[src/rtl/spi_dac_rx.sv]
// spi_dac_rx: dual-lane SPI receiver acting as a DAC model.
// Oversamples CS/SCK/MOSI in the clk domain, shifts both lanes on the
// synced SCK falling edge and publishes 12-bit code + 2-bit power-down
// mode per channel when a frame of exactly FRAME_BITS bits closes.
// Optional build macro: SPI_DAC_RX_FRAME_CNT_EN (valid-frame counter).
module spi_dac_rx #(
    parameter int unsigned SYNC_STAGES = 2,
    parameter int unsigned FRAME_BITS  = 16
) (
    input  logic        clk,
    input  logic        rst_ni,
    input  logic        en_i,
    input  logic        spi_cs_ni,
    input  logic        spi_sck_i,
    input  logic [1:0]  spi_mosi_i,
    output logic [11:0] data0_o,
    output logic [1:0]  data_pd0_o,
    output logic [11:0] data1_o,
    output logic [1:0]  data_pd1_o,
    output logic        data_valid_o,
    output logic        frame_err_o,
    output logic        busy_o,
    output logic [15:0] frame_cnt_o
);

    localparam logic [4:0] LP_FRAME_BITS = 5'(FRAME_BITS);

    typedef enum logic [1:0] {
        ST_IDLE  = 2'd0,
        ST_SHIFT = 2'd1,
        ST_CLOSE = 2'd2
    } state_t;

    state_t r_state;
    state_t w_state_nxt;

    logic [SYNC_STAGES-1:0] r_cs_sync;
    logic [SYNC_STAGES-1:0] r_sck_sync;
    logic [SYNC_STAGES-1:0] r_mosi0_sync;
    logic [SYNC_STAGES-1:0] r_mosi1_sync;
    logic                   r_cs_d;
    logic                   r_sck_d;

    logic w_cs;
    logic w_sck;
    logic w_mosi0;
    logic w_mosi1;
    logic w_sck_fall;
    logic w_cs_fall;
    logic w_cs_rise;

    logic w_start;
    logic w_shift;
    logic w_load;
    logic w_err;

    // Only bits [13:0] of each lane word are ever used; bits [15:14]
    // simply fall off the top of a 14-bit shift register.
    logic [13:0] r_sreg0;
    logic [13:0] r_sreg1;
    logic [4:0]  r_bit_cnt;

    logic [11:0] r_data0;
    logic [1:0]  r_pd0;
    logic [11:0] r_data1;
    logic [1:0]  r_pd1;
    logic        r_valid;
    logic        r_err;
    logic        r_busy;

    // Synchronizer chains plus one delay flop for edge detection.
    always_ff @(posedge clk or negedge rst_ni) begin
        if (!rst_ni) begin
            r_cs_sync    <= '1;
            r_sck_sync   <= '0;
            r_mosi0_sync <= '0;
            r_mosi1_sync <= '0;
            r_cs_d       <= 1'b1;
            r_sck_d      <= 1'b0;
        end else begin
            r_cs_sync    <= {r_cs_sync[SYNC_STAGES-2:0], spi_cs_ni};
            r_sck_sync   <= {r_sck_sync[SYNC_STAGES-2:0], spi_sck_i};
            r_mosi0_sync <= {r_mosi0_sync[SYNC_STAGES-2:0], spi_mosi_i[0]};
            r_mosi1_sync <= {r_mosi1_sync[SYNC_STAGES-2:0], spi_mosi_i[1]};
            r_cs_d       <= r_cs_sync[SYNC_STAGES-1];
            r_sck_d      <= r_sck_sync[SYNC_STAGES-1];
        end
    end

    assign w_cs       = r_cs_sync[SYNC_STAGES-1];
    assign w_sck      = r_sck_sync[SYNC_STAGES-1];
    assign w_mosi0    = r_mosi0_sync[SYNC_STAGES-1];
    assign w_mosi1    = r_mosi1_sync[SYNC_STAGES-1];
    assign w_sck_fall = r_sck_d & ~w_sck;
    assign w_cs_fall  = r_cs_d & ~w_cs;
    assign w_cs_rise  = ~r_cs_d & w_cs;

    // FSM state register.
    always_ff @(posedge clk or negedge rst_ni) begin
        if (!rst_ni) begin
            r_state <= ST_IDLE;
        end else begin
            r_state <= w_state_nxt;
        end
    end

    // Next-state and datapath strobes.
    always_comb begin
        w_state_nxt = r_state;
        w_start     = 1'b0;
        w_shift     = 1'b0;
        w_load      = 1'b0;
        w_err       = 1'b0;
        unique case (r_state)
            ST_IDLE: begin
                if (w_cs_fall && en_i) begin
                    w_start     = 1'b1;
                    w_state_nxt = ST_SHIFT;
                end
            end
            ST_SHIFT: begin
                w_shift = w_sck_fall;
                if (w_cs_rise) begin
                    w_state_nxt = ST_CLOSE;
                end
            end
            ST_CLOSE: begin
                if (r_bit_cnt == LP_FRAME_BITS) begin
                    w_load = 1'b1;
                end else begin
                    w_err  = 1'b1;
                end
                w_state_nxt = ST_IDLE;
            end
            default: begin
                w_state_nxt = ST_IDLE;
            end
        endcase
    end

    // Shift registers, bit counter, output registers and pulses.
    always_ff @(posedge clk or negedge rst_ni) begin
        if (!rst_ni) begin
            r_sreg0   <= '0;
            r_sreg1   <= '0;
            r_bit_cnt <= '0;
            r_data0   <= '0;
            r_pd0     <= '0;
            r_data1   <= '0;
            r_pd1     <= '0;
            r_valid   <= 1'b0;
            r_err     <= 1'b0;
            r_busy    <= 1'b0;
        end else begin
            r_valid <= w_load;
            r_err   <= w_err;
            if (w_start) begin
                r_sreg0   <= '0;
                r_sreg1   <= '0;
                r_bit_cnt <= '0;
                r_busy    <= 1'b1;
            end
            if (w_shift) begin
                r_sreg0 <= {r_sreg0[12:0], w_mosi0};
                r_sreg1 <= {r_sreg1[12:0], w_mosi1};
                if (r_bit_cnt != '1) begin
                    r_bit_cnt <= r_bit_cnt + 5'd1;
                end
            end
            if (w_load) begin
                r_data0 <= r_sreg0[11:0];
                r_pd0   <= r_sreg0[13:12];
                r_data1 <= r_sreg1[11:0];
                r_pd1   <= r_sreg1[13:12];
            end
            if (r_state == ST_CLOSE) begin
                r_busy <= 1'b0;
            end
        end
    end

    assign data0_o      = r_data0;
    assign data_pd0_o   = r_pd0;
    assign data1_o      = r_data1;
    assign data_pd1_o   = r_pd1;
    assign data_valid_o = r_valid;
    assign frame_err_o  = r_err;
    assign busy_o       = r_busy;

`ifdef SPI_DAC_RX_FRAME_CNT_EN
    logic [15:0] r_frame_cnt;

    // Valid-frame counter, advances with each load; wraps naturally.
    always_ff @(posedge clk or negedge rst_ni) begin
        if (!rst_ni) begin
            r_frame_cnt <= '0;
        end else if (w_load) begin
            r_frame_cnt <= r_frame_cnt + 16'd1;
        end
    end

    assign frame_cnt_o = r_frame_cnt;
`else
    assign frame_cnt_o = '0;
`endif

endmodule

[config.mk]
export PLATFORM = sky130hd
export DESIGN_NAME = spi_dac_rx
export DESIGN_NICKNAME = d
export VERILOG_FILES = /design/src/rtl/spi_dac_rx.sv
export SDC_FILE = /design/constraint.sdc
export NUM_CORES = 1
export LEC_CHECK = 0
export BUFFER_PORTS_ARGS = -buffer_cell sky130_fd_sc_hd__buf_2
export CAP_MARGIN = 20
export CORE_MARGIN = 3
export CORE_UTILIZATION = 59
export DETAILED_ROUTE_END_ITERATION = 6
export PLACE_DENSITY = 0.91
export SETUP_SLACK_MARGIN = 0.4
export SLEW_MARGIN = 20
export SYNTH_ARGS = -nofsm -noshare
export SYNTH_HDL_FRONTEND = slang
export SYNTH_SLANG_ARGS = --single-unit
[constraint.sdc]
create_clock -name clk -period 4.98 [get_ports clk]
set_input_delay 0.498 -clock clk [delete_from_list [all_inputs] [get_ports clk]]
set_output_delay 0.498 -clock clk [all_outputs]
set_load 0.02 [all_outputs]
; Yosys cells after proc, flatten, opt, wreduce, memory -nomap -nowiden
; Cells that the tools add are included.
[classes]
add_sub_neg = 1
n_eq_ne = 6
n_mux = 18
n_bitwise = 6
n_reduce_logical = 5
[ops]
columns = operator, count
row1 = 14-bit two-way mux, 3
row2 = 5-bit two-way mux, 3
row3 = 1-bit two-way mux, 9
row4 = "5-bit by 1-bit adder with 5-bit output, second input constant", 1
row5 = "5-bit equality test, second input constant", 1
row6 = "5-bit inequality test, second input constant", 1
row7 = 2-bit two-way mux, 2
row8 = "2-bit inequality test, second input constant", 2
row9 = 2-bit one-hot mux with 2 select lines, 1
row10 = 2-bit nonzero test, 2
row11 = 1-bit AND, 3
row12 = 1-bit NOT, 3
row13 = "2-bit by 1-bit equality test with 1-bit output, second input constant", 1
row14 = "2-bit equality test, second input constant", 1
row15 = 2-bit zero test, 1
row16 = 2-bit AND reduction, 1
row17 = 1-bit logical AND, 1
[totals]
register_bits = 76
in_bits = 7
out_inout_bits = 47
wordCells = 53

; Logic depth before layout (Yosys ltp)
[logic_depth]
word_depth = 8
ltp_mapped = 7
mapped_depth_nobuf = 5

; Worst setup path after synthesis
; OpenSTA, ideal clock, no wires.
[synth_path]
path_kind = register to register
from = reg r_bit_cnt[0]
to = reg r_bit_cnt[3]
arrival_ps = 1494
t_required_ps = 4856
setup_slack_ps = 3362
stages_incl_launch_ff = 6
path_buffers = 0
period_less_slack_ps = 1618
path_cell_list = dfrtp_1 > ha_1 > and3_1 > ha_1 > o32a_1 > a211o_1
[synth_via]
elab_chain_cells = 3
word_cells_on_any_way = 4
[synth_lines]
columns = element, line
row1 = start: declaration, 61  ; logic [4:0] r_bit_cnt;
row2 = start signal: assignment, 167  ; r_bit_cnt <= r_bit_cnt + 5'd1;
row3 = 5-bit by 1-bit adder with 5-bit output or 5-bit inequality test (tied branches), "167, 166"
row4 = 5-bit two-way mux *, 166  ; if (r_bit_cnt != '1) begin
row5 = 5-bit two-way mux *, 163  ; if (w_shift) begin
; Mark *: on every way between the ends. The rest lies on a longest branch, timed or not.
; A chain may end at the register's enable or synchronous reset.

; Worst setup path in the final report
[layout_path]
from = reg r_bit_cnt[0]
to = reg r_pd0[1] (netlist: data_pd0_o[1])
[layout_via]
elab_chain_cells = 3
[layout_lines]
columns = element, line
row1 = 5-bit equality test, 128  ; if (r_bit_cnt == LP_FRAME_BITS) begin
row2 = 1-bit two-way mux, 128
row3 = 1-bit two-way mux, 114  ; unique case (r_state)
row4 = end signal: assignment, 172  ; r_pd0 <= r_sreg0[13:12];
row5 = end: declaration, 64  ; logic [1:0] r_pd0;
; No other way between the ends.

==> impl_metrics.prom <==
# TYPE chip_impl_metric gauge
chip_impl_metric{name="clockBufferDepth",unit=""} 2
chip_impl_metric{name="post-cts-setup-buffers",unit=""} 0
chip_impl_metric{name="fin_skew",unit="ps"} 9.78
chip_impl_metric{name="die_area",unit="um2"} 6070
chip_impl_metric{name="path_clk_slew",unit="ps"} 60
chip_impl_metric{name="grt_remaining_overflow",unit=""} 0
chip_impl_info{name="tritoncts",value="done"} 1
chip_impl_metric{name="final.min_clock_period",unit="ps"} 2120
chip_impl_metric{name="antenna_diode_count",unit=""} 0
chip_impl_info{name="crit-reg2reg-capture",value="data_pd0_o[1]$_DFFE_PN0P_"} 1
chip_impl_metric{name="vias_per_cell",unit=""} 5.24
chip_impl_metric{name="synth_cell_type_count",unit=""} 29
chip_impl_metric{name="sequential_cell_area",unit="um2"} 1910
chip_impl_metric{name="global_placer_s_final_weighted_congestion",unit=""} 0.831
chip_impl_metric{name="groute.usage.overall",unit=""} 0.194
chip_impl_info{name="synth.most_common_cell",value="dfrtp_1"} 1
chip_impl_metric{name="power_density",unit="nW/um2"} 375
chip_impl_metric{name="leakage",unit="nW"} 1.84
chip_impl_metric{name="nNetsFinal",unit=""} 298
chip_impl_metric{name="timing_worst_slew_pin_value",unit="ps"} 903
chip_impl_metric{name="power_frac_clock",unit=""} 0.384
chip_impl_metric{name="timing.final.crit_share",unit=""} 0.426
chip_impl_metric{name="synth_cells",unit=""} 250
chip_impl_metric{name="n_fill_cell",unit=""} 320
chip_impl_metric{name="number_of_rows_in_the_core_area",unit=""} 25
chip_impl_metric{name="syn-cell-area",unit="um2"} 3050
chip_impl_metric{name="drt-wirelength-per-cell",unit="um"} 14.8
chip_impl_metric{name="worst_slack",unit="ps"} 2860
chip_impl_info{name="holdCritPathClass",value="in2reg"} 1
chip_impl_metric{name="crit_required",unit="ps"} 5190
chip_impl_metric{name="arrival",unit="ps"} 2340
chip_impl_info{name="critPathCaptureType",value="register"} 1
chip_impl_metric{name="timing.reg2reg.setup_slack",unit="ps"} 2860
chip_impl_metric{name="critPathMaxFanout",unit=""} 20
chip_impl_metric{name="ir_worst_vdd",unit="uV"} 227
chip_impl_metric{name="drt_iter0_drc",unit=""} 116
chip_impl_info{name="synth_top_cell_by_area",value="dfrtp_1"} 1
chip_impl_metric{name="seq_power_share",unit=""} 0.538
chip_impl_metric{name="slew_viol_final",unit=""} 0
chip_impl_metric{name="coreArea",unit="um2"} 4850
chip_impl_metric{name="initial_utilization",unit=""} 0.630
chip_impl_metric{name="finalSetupViolCount",unit=""} 0
chip_impl_info{name="timing.critical_path.from_type",value="register"} 1
chip_impl_metric{name="die_x",unit="um"} 77.9
chip_impl_metric{name="firstDrtPassIters",unit=""} 4
chip_impl_metric{name="ctsResizeCount",unit=""} 0
chip_impl_info{name="root_buffer",value="clkbuf_8"} 1
chip_impl_info{name="rsz0062_at_grt",value="no"} 1
chip_impl_metric{name="dr_drc_count",unit=""} 0
chip_impl_metric{name="drive_above_1_share",unit=""} 0.235
chip_impl_metric{name="total_switching_power",unit="mW"} 0.301
chip_impl_metric{name="grt_first_pass_wirelength",unit="um"} 8990
chip_impl_metric{name="pwr-share-comb",unit=""} 0.077
chip_impl_metric{name="worst_r2r_path_depth",unit=""} 6
chip_impl_metric{name="synth-seq-cells",unit=""} 76
chip_impl_metric{name="number_of_clock_buffers_inserted_by_tritoncts",unit=""} 9
chip_impl_metric{name="hpwlAfterDp",unit="um"} 3450
chip_impl_metric{name="placement.io_buffers",unit=""} 37
chip_impl_metric{name="final.setup.tns",unit="ps"} 0
chip_impl_info{name="whs_endpoint",value="r_cs_sync[0]$_DFF_PN1_"} 1
chip_impl_metric{name="num_vias",unit=""} 1888
chip_impl_metric{name="synth_top_area_frac",unit=""} 0.598
chip_impl_info{name="critical_path_start_end_classification",value="reg2reg"} 1
chip_impl_info{name="ys_top_cells_by_area",value="dfrtp_1 (60%), mux2_1 (7.0%), nand2_1 (6.9%), o21ai_1 (4.8%), mux2_4 (4.4%)"} 1
chip_impl_metric{name="top_level_ports",unit=""} 54
chip_impl_metric{name="syn_to_layout_area_delta",unit="%"} 13.0
chip_impl_metric{name="largest_net_degree_at_the_start_of_global_routing",unit=""} 77
chip_impl_metric{name="clock-sinks",unit=""} 76
chip_impl_metric{name="clock_tree.htree_level_count",unit=""} 3
chip_impl_info{name="synth_top_flop_cell",value="dfrtp_1"} 1
chip_impl_metric{name="power.share.switching",unit=""} 0.232
chip_impl_metric{name="totalWireLength",unit="um"} 5320
chip_impl_metric{name="synth-edff-count",unit=""} 0
chip_impl_metric{name="hold_viol",unit=""} 0
chip_impl_metric{name="cts_hold_buffers",unit=""} 0
chip_impl_metric{name="maxCapViolations",unit=""} 0
chip_impl_metric{name="grt_antenna_before_repair",unit=""} 0
chip_impl_info{name="rr_startpoint",value="r_bit_cnt[0]$_DFF_PN0_"} 1
chip_impl_metric{name="die-height",unit="um"} 77.9
chip_impl_metric{name="relSlewSlack",unit=""} 0.398
chip_impl_info{name="outcome",value="finished clean"} 1
chip_impl_metric{name="fmax",unit="GHz"} 0.471
chip_impl_metric{name="drt.antenna.violating_nets",unit=""} 0
chip_impl_metric{name="async_set_or_reset_register_ratio_after_synthesis",unit=""} 1.00
chip_impl_metric{name="avg_synthesized_cell_area",unit="um2"} 12.2
chip_impl_metric{name="min_path_cells",unit=""} 1
chip_impl_metric{name="first_global_vias",unit=""} 1862
chip_impl_metric{name="ys_seq_area_frac",unit=""} 0.624
chip_impl_info{name="hp-start",value="spi_cs_ni"} 1
chip_impl_info{name="synth_commonest_cells",value="dfrtp_1 (73), nand2_1 (56), o21ai_1 (29)"} 1
chip_impl_metric{name="post_place_worst_slack",unit="ps"} 2860
chip_impl_metric{name="synth-warning-count",unit=""} 0
chip_impl_metric{name="internal-power",unit="mW"} 0.994
chip_impl_metric{name="clock_insertion_delay_worst_skew",unit="ps"} 340
chip_impl_metric{name="multiInputGateArea",unit="um2"} 1010
-- power groups by stage --
stage               Clock, mW  Sequential [mW]  Combinational [mW]
finish                  0.498            0.697              0.0999
global route            0.536            0.703               0.114
CTS                     0.510            0.697               0.101
detailed placement          0            0.708              0.0995
global placement            0            0.705              0.0942
floorplan                   0            0.701              0.0751
-- metal layers --
| metal | wire (um) | track usage |
|---|---|---|
| met5 | 0 | 0 |
| met4 | 104 | 0.0962 |
| met3 | 253 | 0.0545 |
| met2 | 2670 | 0.306 |
| met1 | 2290 | 0.248 |
-- flip-flops by register name, indices dropped and copies added, names as in the netlist --
| name | cells |
|---|---|
| r_cs_d | 1 |
| data_pd0_o | 2 |
| data_valid_o | 1 |
| r_state | 2 |
| r_mosi1_sync | 2 |
| busy_o | 1 |
| r_sreg1 | 14 |
| data_pd1_o | 2 |
| r_sck_sync | 2 |
| r_sreg0 | 14 |
| r_mosi0_sync | 2 |
| data0_o | 12 |
| frame_err_o | 1 |
| r_bit_cnt | 5 |
| r_cs_sync | 2 |
| r_sck_d | 1 |
| data1_o | 12 |
-- logic make-up after synthesis --
kind of cell,Yosys count,synth area share
buf+inv,33,0.0684
simple gates,72,0.109
other cells,1,0.00123
mux,29,0.118
compound gates,36,0.0664
fa+ha+maj,3,0.0123
flops,76,0.624
-- cells in the final DEF (no fill, tap or decap), types with 3 or more instances in the layout --
cell / netlist / layout
dfrtp_1: 73 / 73
nand2_1: 56 / 56
buf_2: 8 / 36
o21ai_1: 29 / 29
mux2_1: 19 / 19
conb_1: 1 / 16
clkbuf_8: 0 / 10
mux2_4: 9 / 9
nor4b_1: 5 / 5
buf_4: 16 / 5
clkbuf_1: 3 / 4
inv_1: 3 / 3
ha_1: 3 / 3
dfstp_2: 3 / 3
-- stage by stage --
stage / cell area, um2 / power, mW / util / std cells / hold slack (ps)
4_1_cts: 3450 / 1.31 / 0.711 / 360 / 244
3_3_place_gp: 3240 / 0.799 / 0.668 / 344 / 335
3_5_place_dp: 3240 / 0.808 / 0.668 / 344 / 336
6_report: 3450 / 1.29 / 0.711 / 360 / 261
2_1_floorplan: 3110 / 0.776 / - / 265 / 202
5_1_grt: 3450 / 1.35 / 0.711 / 360 / 239
-- how the worst max path moves through the flow --
stage / start / to / depth (start not counted)
floorplan: r_bit_cnt[0]$_DFF_PN0_ / r_bit_cnt[3]$_DFF_PN0_ / 5
global placement: r_bit_cnt[0]$_DFF_PN0_ / data0_o[0]$_DFFE_PN0P_ / 6
detailed placement: r_bit_cnt[0]$_DFF_PN0_ / data_pd0_o[1]$_DFFE_PN0P_ / 6
CTS: r_bit_cnt[0]$_DFF_PN0_ / data_pd0_o[1]$_DFFE_PN0P_ / 6
global route: r_bit_cnt[0]$_DFF_PN0_ / data_pd0_o[1]$_DFFE_PN0P_ / 6
finish: r_bit_cnt[0]$_DFF_PN0_ / data_pd0_o[1]$_DFFE_PN0P_ / 6
-- worst max-delay path, cell delays in order, from the launching register on --
cell and delay (ps):
dfrtp_1 390, inv_1 60, ha_1 180, and4bb_1 200
nand3b_1 400, buf_4 400, mux2_1 360
-- cell type report --
cell class | instances | share of cell area
flip-flops and latches | 76 | 0.552
clock buffers | 14 | 0.0443
inverters | 4 | 0.00435
repair buffers | 41 | 0.0631
clock inverters | 2 | 0.0174
well taps | 67 | 0.0243
multi-input cells | 156 | 0.294
Note: power is estimated with default switching activity, not from simulation.
